--- config.mk ---
export PLATFORM = sky130hd
export DESIGN_NAME = led_sequence_scheduler
export DESIGN_NICKNAME = d
export VERILOG_FILES = /design/src/rtl/led_sequence_scheduler.sv
export SDC_FILE = /design/constraint.sdc
export NUM_CORES = 1
export LEC_CHECK = 0
export CAP_MARGIN = 20
export CORE_MARGIN = 2
export CORE_UTILIZATION = 50
export DETAILED_ROUTE_END_ITERATION = 12
export PLACE_DENSITY = 0.79
export SYNTH_ARGS = -nofsm -noshare
export SYNTH_HDL_FRONTEND = slang
export SYNTH_SLANG_ARGS = --single-unit
export TNS_END_PERCENT = 10
--- constraint.sdc ---
create_clock -name clk -period 7.6 [get_ports clk]
set_clock_uncertainty 0.15 [all_clocks]
set_input_delay 1.52 -clock clk [delete_from_list [all_inputs] [get_ports clk]]
set_output_delay 1.52 -clock clk [all_outputs]
set_load 0.01 [all_outputs]
--- src/rtl/led_sequence_scheduler.sv ---
`default_nettype none
// =============================================================================
// led_sequence_scheduler
// Queued 4-LED pattern sequencer: 4-deep command FIFO, prescaled dwell timing.
// Revision: 1.0
// =============================================================================

module led_sequence_scheduler #(
  parameter int TICK_DIV = 1000
) (
  input  logic       clk,
  input  logic       rst,
  input  logic       pause,
  input  logic       abort,
  input  logic [7:0] max,
  input  logic       cmd_valid,
  output logic       cmd_ready,
  input  logic [1:0] cmd_mode,
  input  logic [7:0] cmd_steps,
  output logic [3:0] led,
  output logic       busy,
  output logic       done,
  output logic [2:0] fifo_count
);

  localparam int            PW         = $clog2(TICK_DIV);
  localparam logic [PW-1:0] PRESC_LAST = PW'(TICK_DIV - 1);
  localparam logic [1:0]    MODE_LEFT  = 2'd0;
  localparam logic [1:0]    MODE_RIGHT = 2'd1;
  localparam logic [1:0]    MODE_BLINK = 2'd2;
  localparam logic [3:0]    LED_IDLE   = 4'b1111;

  typedef enum logic [1:0] {
    IDLE = 2'd0,
    LOAD = 2'd1,
    RUN  = 2'd2
  } state_t;

  state_t        state_q, state_d;
  logic [3:0]    led_q, led_d;
  logic          busy_q, busy_d;
  logic          done_q, done_d;
  logic [1:0]    mode_q, mode_d;
  logic [7:0]    steps_q, steps_d;
  logic [7:0]    max_q, max_d;
  logic [PW-1:0] presc_q, presc_d;
  logic [7:0]    dwell_q, dwell_d;
  logic [7:0]    step_q, step_d;
  logic [9:0]    mem_q [4];
  logic [9:0]    mem_d [4];
  logic [1:0]    wr_q, wr_d;
  logic [1:0]    rd_q, rd_d;
  logic [2:0]    count_q, count_d;

  logic          w_push;
  logic          w_pop;
  logic          w_tick;
  logic [7:0]    w_step_next;
  logic [9:0]    w_head;

  function automatic logic [3:0] advance_pattern(input logic [1:0] mode, input logic [3:0] p);
    case (mode)
      MODE_LEFT:  return {p[2:0], p[3]};
      MODE_RIGHT: return {p[0], p[3:1]};
      MODE_BLINK: return ~p;
      default:    return p;
    endcase
  endfunction

  assign cmd_ready   = !rst && (count_q != 3'd4) && !abort;
  assign w_push      = cmd_valid && cmd_ready;
  assign w_tick      = (presc_q == PRESC_LAST);
  assign w_step_next = step_q + 8'd1;
  assign w_head      = mem_q[rd_q];

  always_comb begin
    state_d = state_q;
    led_d   = led_q;
    done_d  = 1'b0;
    mode_d  = mode_q;
    steps_d = steps_q;
    max_d   = max_q;
    presc_d = presc_q;
    dwell_d = dwell_q;
    step_d  = step_q;
    mem_d   = mem_q;
    wr_d    = wr_q;
    rd_d    = rd_q;
    count_d = count_q;
    w_pop   = 1'b0;

    if (abort) begin
      state_d = IDLE;
      led_d   = LED_IDLE;
      wr_d    = 2'd0;
      rd_d    = 2'd0;
      count_d = 3'd0;
    end else begin
      case (state_q)
        IDLE: begin
          led_d = LED_IDLE;
          if (count_q != 3'd0 && !pause) state_d = LOAD;
        end
        LOAD: begin
          w_pop   = 1'b1;
          mode_d  = w_head[9:8];
          steps_d = w_head[7:0];
          max_d   = max;
          presc_d = '0;
          dwell_d = 8'd0;
          step_d  = 8'd0;
          case (w_head[9:8])
            MODE_LEFT:  led_d = 4'b0001;
            MODE_RIGHT: led_d = 4'b1000;
            default:    led_d = 4'b1111;
          endcase
          state_d = RUN;
        end
        RUN: begin
          if (!pause) begin
            presc_d = w_tick ? '0 : presc_q + 1'b1;
            if (w_tick) begin
              if (dwell_q == max_q) begin
                dwell_d = 8'd0;
                step_d  = w_step_next;
                // The final advance ends the command; its rotated pattern is discarded.
                if (steps_q != 8'd0 && w_step_next == steps_q) begin
                  done_d = 1'b1;
                  if (count_q != 3'd0) begin
                    state_d = LOAD;
                  end else begin
                    state_d = IDLE;
                    led_d   = LED_IDLE;
                  end
                end else begin
                  led_d = advance_pattern(mode_q, led_q);
                end
              end else begin
                dwell_d = dwell_q + 8'd1;
              end
            end
          end
        end
        default: state_d = IDLE;
      endcase

      if (w_push) begin
        mem_d[wr_q] = {cmd_mode, cmd_steps};
        wr_d        = wr_q + 2'd1;
      end
      if (w_pop) rd_d = rd_q + 2'd1;
      count_d = count_q + 3'(w_push) - 3'(w_pop);
    end

    busy_d = (state_d != IDLE);
  end

  always_ff @(posedge clk) begin
    if (rst) begin
      state_q <= IDLE;
      led_q   <= LED_IDLE;
      busy_q  <= 1'b0;
      done_q  <= 1'b0;
      mode_q  <= 2'd0;
      steps_q <= 8'd0;
      max_q   <= 8'd0;
      presc_q <= '0;
      dwell_q <= 8'd0;
      step_q  <= 8'd0;
      for (int i = 0; i < 4; i++) mem_q[i] <= 10'd0;
      wr_q    <= 2'd0;
      rd_q    <= 2'd0;
      count_q <= 3'd0;
    end else begin
      state_q <= state_d;
      led_q   <= led_d;
      busy_q  <= busy_d;
      done_q  <= done_d;
      mode_q  <= mode_d;
      steps_q <= steps_d;
      max_q   <= max_d;
      presc_q <= presc_d;
      dwell_q <= dwell_d;
      step_q  <= step_d;
      mem_q   <= mem_d;
      wr_q    <= wr_d;
      rd_q    <= rd_d;
      count_q <= count_d;
    end
  end

  assign led        = led_q;
  assign busy       = busy_q;
  assign done       = done_q;
  assign fifo_count = count_q;

endmodule

`default_nettype wire
Word level (Yosys, flattened, before mapping) --
Index checks and enable logic that the tools add are counted.
Word-level totals: bits in registers 99, bits in latches 0, RAM bits 0, bits in read-only memories 0, bits of input ports 23, output and inout bits 10, logic and storage cells 109, memories 0
Cells by class: add/subtract/negate cells 7, $mul 0, divide/modulo/power cells 0, order comparisons 3, eq/ne operators 14, shift operators 0, muxes and demuxes 36, bitwise logic cells 7, reduce and logical (&&, ||, !) cells 25
Operators by type and width (count):
- two-way mux 10 bit | 5
- two-way mux 8 bit | 6
- bitwise mux 40 bit | 1
- one-hot mux 8 bit (2 select lines) | 2
- one-hot mux 4 bit (3 select lines) | 2
- binary-select mux 10 bit (select 2 bit) | 1
- demux 10 bit (select 2 bit) | 1
- two-way mux 4 bit | 5
- one-hot mux 10 bit (2 select lines) | 1
- adder 8 x 1 -> 8 bit, second input constant | 2
- equality test 8 bit | 2
- two-way mux 2 bit | 6
- adder 10 x 1 -> 10 bit, second input constant | 1
- equality test 10 bit, second input constant | 1
- one-hot mux 4 bit (2 select lines) | 1
- nonzero test 8 bit | 1
- equality test 2 x 1 -> 1 bit, second input constant | 3
- greater-or-equal comparator 3 bit, second input constant | 2
- logical AND 1 bit | 6
- logical NOT 2 bit | 3
- != test 2 bit, second input constant | 3
- != test 3 bit, second input constant | 2
- NOT 2 -> 3 bit | 2
- one-hot mux 2 bit (3 select lines) | 1
- 19 further kinds | 32

Depth between registers and ports, before layout --
depth after elaboration 10, mapped depth 15, depth with buffers taken out 12

Worst setup path after synthesis --
OpenSTA, ideal clock, no wires.
path kind input -> register, start point input rst, end point register count_q[2] (netlist: fifo_count[2]), setup time 126 ps, arrival time 4091 ps, required time 7324 ps, slack 3233 ps, stages 15, path buffers 3, path through clkbuf_1 > or2_2 > clkbuf_1 > a21oi_1 > and2_1 > clkbuf_1 > inv_1 > ha_1 > inv_1 > ha_1 > inv_1 > fa_1 > xor2_1 > xnor2_1 > nor2_1
Between the ends: longest elaborated chain between the ends 6, elaborated cells on any way between the ends 7, classes of those cells add/sub: 2; reduce/logical: 5
RTL lines:
- start, declared | RTL line 12 | input logic rst,
- logical NOT 1 bit | RTL line 70 | assign cmd_ready = !rst && (count_q != 3'd4) && !abort;
- logical AND 1 bit (2 in a row) | RTL line 70
- via cmd_ready | RTL line 17 | output logic cmd_ready,
- logical AND 1 bit | RTL line 71 | assign w_push = cmd_valid && cmd_ready;
- adder 3 x 1 -> 3 bit | RTL line 152 | count_d = count_q + 3'(w_push) - 3'(w_pop);
- subtractor 3 x 1 -> 3 bit | RTL line 152
- end signal, assigned | RTL line 188 | count_q <= count_d;
- end, declared | RTL line 53 | logic [2:0] count_q, count_d;
The timed path passes the listed nets, and every way through them passes these cells. A chain may end at the register's enable or synchronous reset.

Worst setup path in the final report --
start point input abort, end point output cmd_ready
Between the ends: longest elaborated chain between the ends 2
RTL lines:
- start, declared | RTL line 14 | input logic abort,
- logical NOT 1 bit | RTL line 70
- logical AND 1 bit | RTL line 70
- end, declared | RTL line 17
Every way passes these cells.

==> results.ini <==
[clocking]
worst_skew_pair.late_latency_ps=370
cts_hold_buf=0
h-tree-depth=3
cts_root_buffer=clkbuf_8
cts_resized=0
cts_tree=done
clk_pin_slew_ps=90
cts.sinks=99
cts_setup_buffers=0
cts.path.max_buffers=2
cts-buffers-inserted=9

[critical_path]
cp.required_ps=5930
worstPathCellList=clkdlybuf4s50_1, or2_2, a21oi_1, clkdlybuf4s50_1
cp_max_fo=9
critical_path.max_stage_delay_ps=560
path_buf_inv=2
criticalPathCategory=in2out
cp.arrival_ps=3200
cpLargestDelayFamily=buffers and inverters
cp-start-kind=primary input
cp-end-kind=output port
worst_path_max_delay_cell=clkdlybuf4s50_1
worst_path_most_repeated_cell=clkdlybuf4s50_1

[power]
peakVddDrop_uv=82.2
p_leak_nw=1.81
power.density_mw_per_mm2=163

[die]
fp.dieArea_mm2=0.0105
boundaryPins=33
start_util_pct=52.1
die_h_um=103
rows=35
coreArea_mm2=0.00933
die_w_um=103

[placed_design]
port-buffer-count=32
dpl.hpwl_mm=7.36
place_area_mm2=0.00524
dp_cells=724
gp_congestion=0.877

[layout]
flow.area_growth_from_synthesis_pct=11.7
layout_common_cells=nand2_1, dfxtp_1, a21oi_1, nand3_1, nor2_1
stdcell_area_mm2=0.00542
layout_commonest_cell=nand2_1
fin_nets=647
drive_above_1_share_pct=7.04
multi_input_area_mm2=0.00269
area.sequential_mm2=0.00198
fin_cells=740
nFillCells=809
final_util_pct=58.1
antenna_cells=0

[timing]
relSlewSlack_pct=45.3
post-route-period-util_pct=64.0
fin_crit_ps=4870
setup_viol=0
worst_pin_slew_ps=819
final_hold_viol_count=0
grt_setup_unrepaired=false
timing.fmax_mhz=205
slew_viol_final=0
fin_tns_setup_ps=0

[logic_synthesis]
synth_edf_count=0
synth.distinct_cells=50
yosys_most_used_dff=dfxtp_1
synth_area_mm2=0.00486
yosys_warnings=0
synth_seq_cells=99
avgSynthCellArea_um2=8.23
ys_async_sr_fraction_pct=0
synth_fp_nets=631
seq_area_frac_synth_pct=40.8
synthCells=590

[detailed_routing]
drt_iter0_markers=206
dr_total_vias=4172
ant_nets=0
firstDrtPassIters=5
via_per_inst=5.64
drc=0
avgRoutedWirePerCell_um=14.5
drt-total-wl_mm=10.7

[outcome]
status=finished clean

[flow_run]
drv_cap=0

[global_routing]
first_global_vias=3919
grt_pass1_wl_mm=17.7
antenna_found_initial=0
gr-total-overflow=0
grt_use_total_pct=21.0
grt_max_degree=72

[hold_path]
hp-class=reg2reg

synthesized netlist by cell type, types with 3 or more instances:
cell type | count | area (µm²)
xnor2_1 | 18 | 158
nor2_1 | 42 | 158
a21oi_1 | 73 | 365
o211ai_1 | 4 | 30.0
nand4b_1 | 5 | 43.8
or2_2 | 5 | 31.3
clkbuf_1 | 26 | 97.6
nand3_1 | 51 | 255
nand2b_1 | 6 | 37.5
o311ai_0 | 4 | 35.0
a221oi_1 | 4 | 35.0
xor2_1 | 17 | 149
inv_1 | 19 | 71.3
dfxtp_1 | 99 | 1980
mux4_2 | 10 | 225
nand2_1 | 116 | 435
nand4_1 | 11 | 68.8
and2_1 | 3 | 18.8
nor3_1 | 6 | 30.0
ha_1 | 17 | 213
o31ai_1 | 3 | 22.5
or3_1 | 6 | 37.5
a31oi_1 | 5 | 31.3
o21ai_0 | 6 | 30.0
per-stage QoR:
| step | hold slack, ps | setup WS, ps | total power (W) |
|---|---|---|---|
| 3_5_place_dp | 296 | 2750 | 0.000576 |
| 5_1_grt | 328 | 2660 | 0.000915 |
| 6_report | 308 | 2730 | 0.000882 |
| 2_1_floorplan | 283 | 3230 | 0.000556 |
| 3_3_place_gp | 290 | 2800 | 0.000575 |
| 4_1_cts | 311 | 2750 | 0.000887 |
worst paths after layout:
check                           cells past startpoint  slack (ps)   endpoint      start
worst min-delay path                                2         310  mem_q[21]  mem_q[21]
worst min register to register                      2         310  mem_q[21]  mem_q[21]
worst max register to register                      8        4580       done  step_q[0]
worst max-delay path                                4        2730  cmd_ready      abort
power by group:
group	internal (W)	switching [W]	total (W)
combinational	0.0000182	0.0000233	0.0000415
clock	0.000124	0.000193	0.000317
sequential	0.000521	0.00000192	0.000523
total	0.000664	0.000218	0.000882
worst min-delay path, cell delays in order, from the launching register on:
cell and delay [ps]:
dfxtp_1 320, nand2_1 50, a21oi_1 50
routing by layer:
| metal | global-route usage (%) | vias to the layer above | wire length, µm |
|---|---|---|---|
| met5 | 0 | - | 0 |
| met4 | 7.08 | 0 | 123 |
| met3 | 3.59 | 15 | 537 |
| met2 | 36.1 | 117 | 5240 |
| met1 | 26.9 | 1965 | 4800 |
| li1 | - | 2075 | - |
logic make-up (layout without fill, tap and decap cells):
logic type      Yosys count  after routing  share of synthesized area [%]
xor+xnor                 35             35                           6.31
flops                    99             99                           40.8
buf+inv                  49             70                           3.84
mux                      12             12                           5.08
compound gates          109            109                           13.1
simple gates            268            268                           26.1
fa+ha+maj                18             18                           4.79
area by class of cell:
| cell class | instances | area share [%] |
|---|---|---|
| Inverter | 19 | 1.32 |
| Clock inverter | 7 | 1.08 |
| Tap cell | 129 | 2.98 |
| Timing Repair Buffer | 35 | 6.23 |
| Sequential cell | 99 | 36.5 |
| Clock buffer | 9 | 2.28 |
| Multi-Input combinational cell | 442 | 49.6 |
sequential cells by signal, indices dropped and copies added (netlist names), 2 cells and up:
| name | flops |
|---|---|
| step_q | 8 |
| presc_q | 10 |
| dwell_q | 8 |
| max_q | 8 |
| led | 4 |
| wr_q | 2 |
| mode_q | 2 |
| fifo_count | 3 |
| rd_q | 2 |
| mem_q | 40 |
| steps_q | 8 |
| state_q | 2 |
Note: power is estimated with default switching activity, not from simulation.
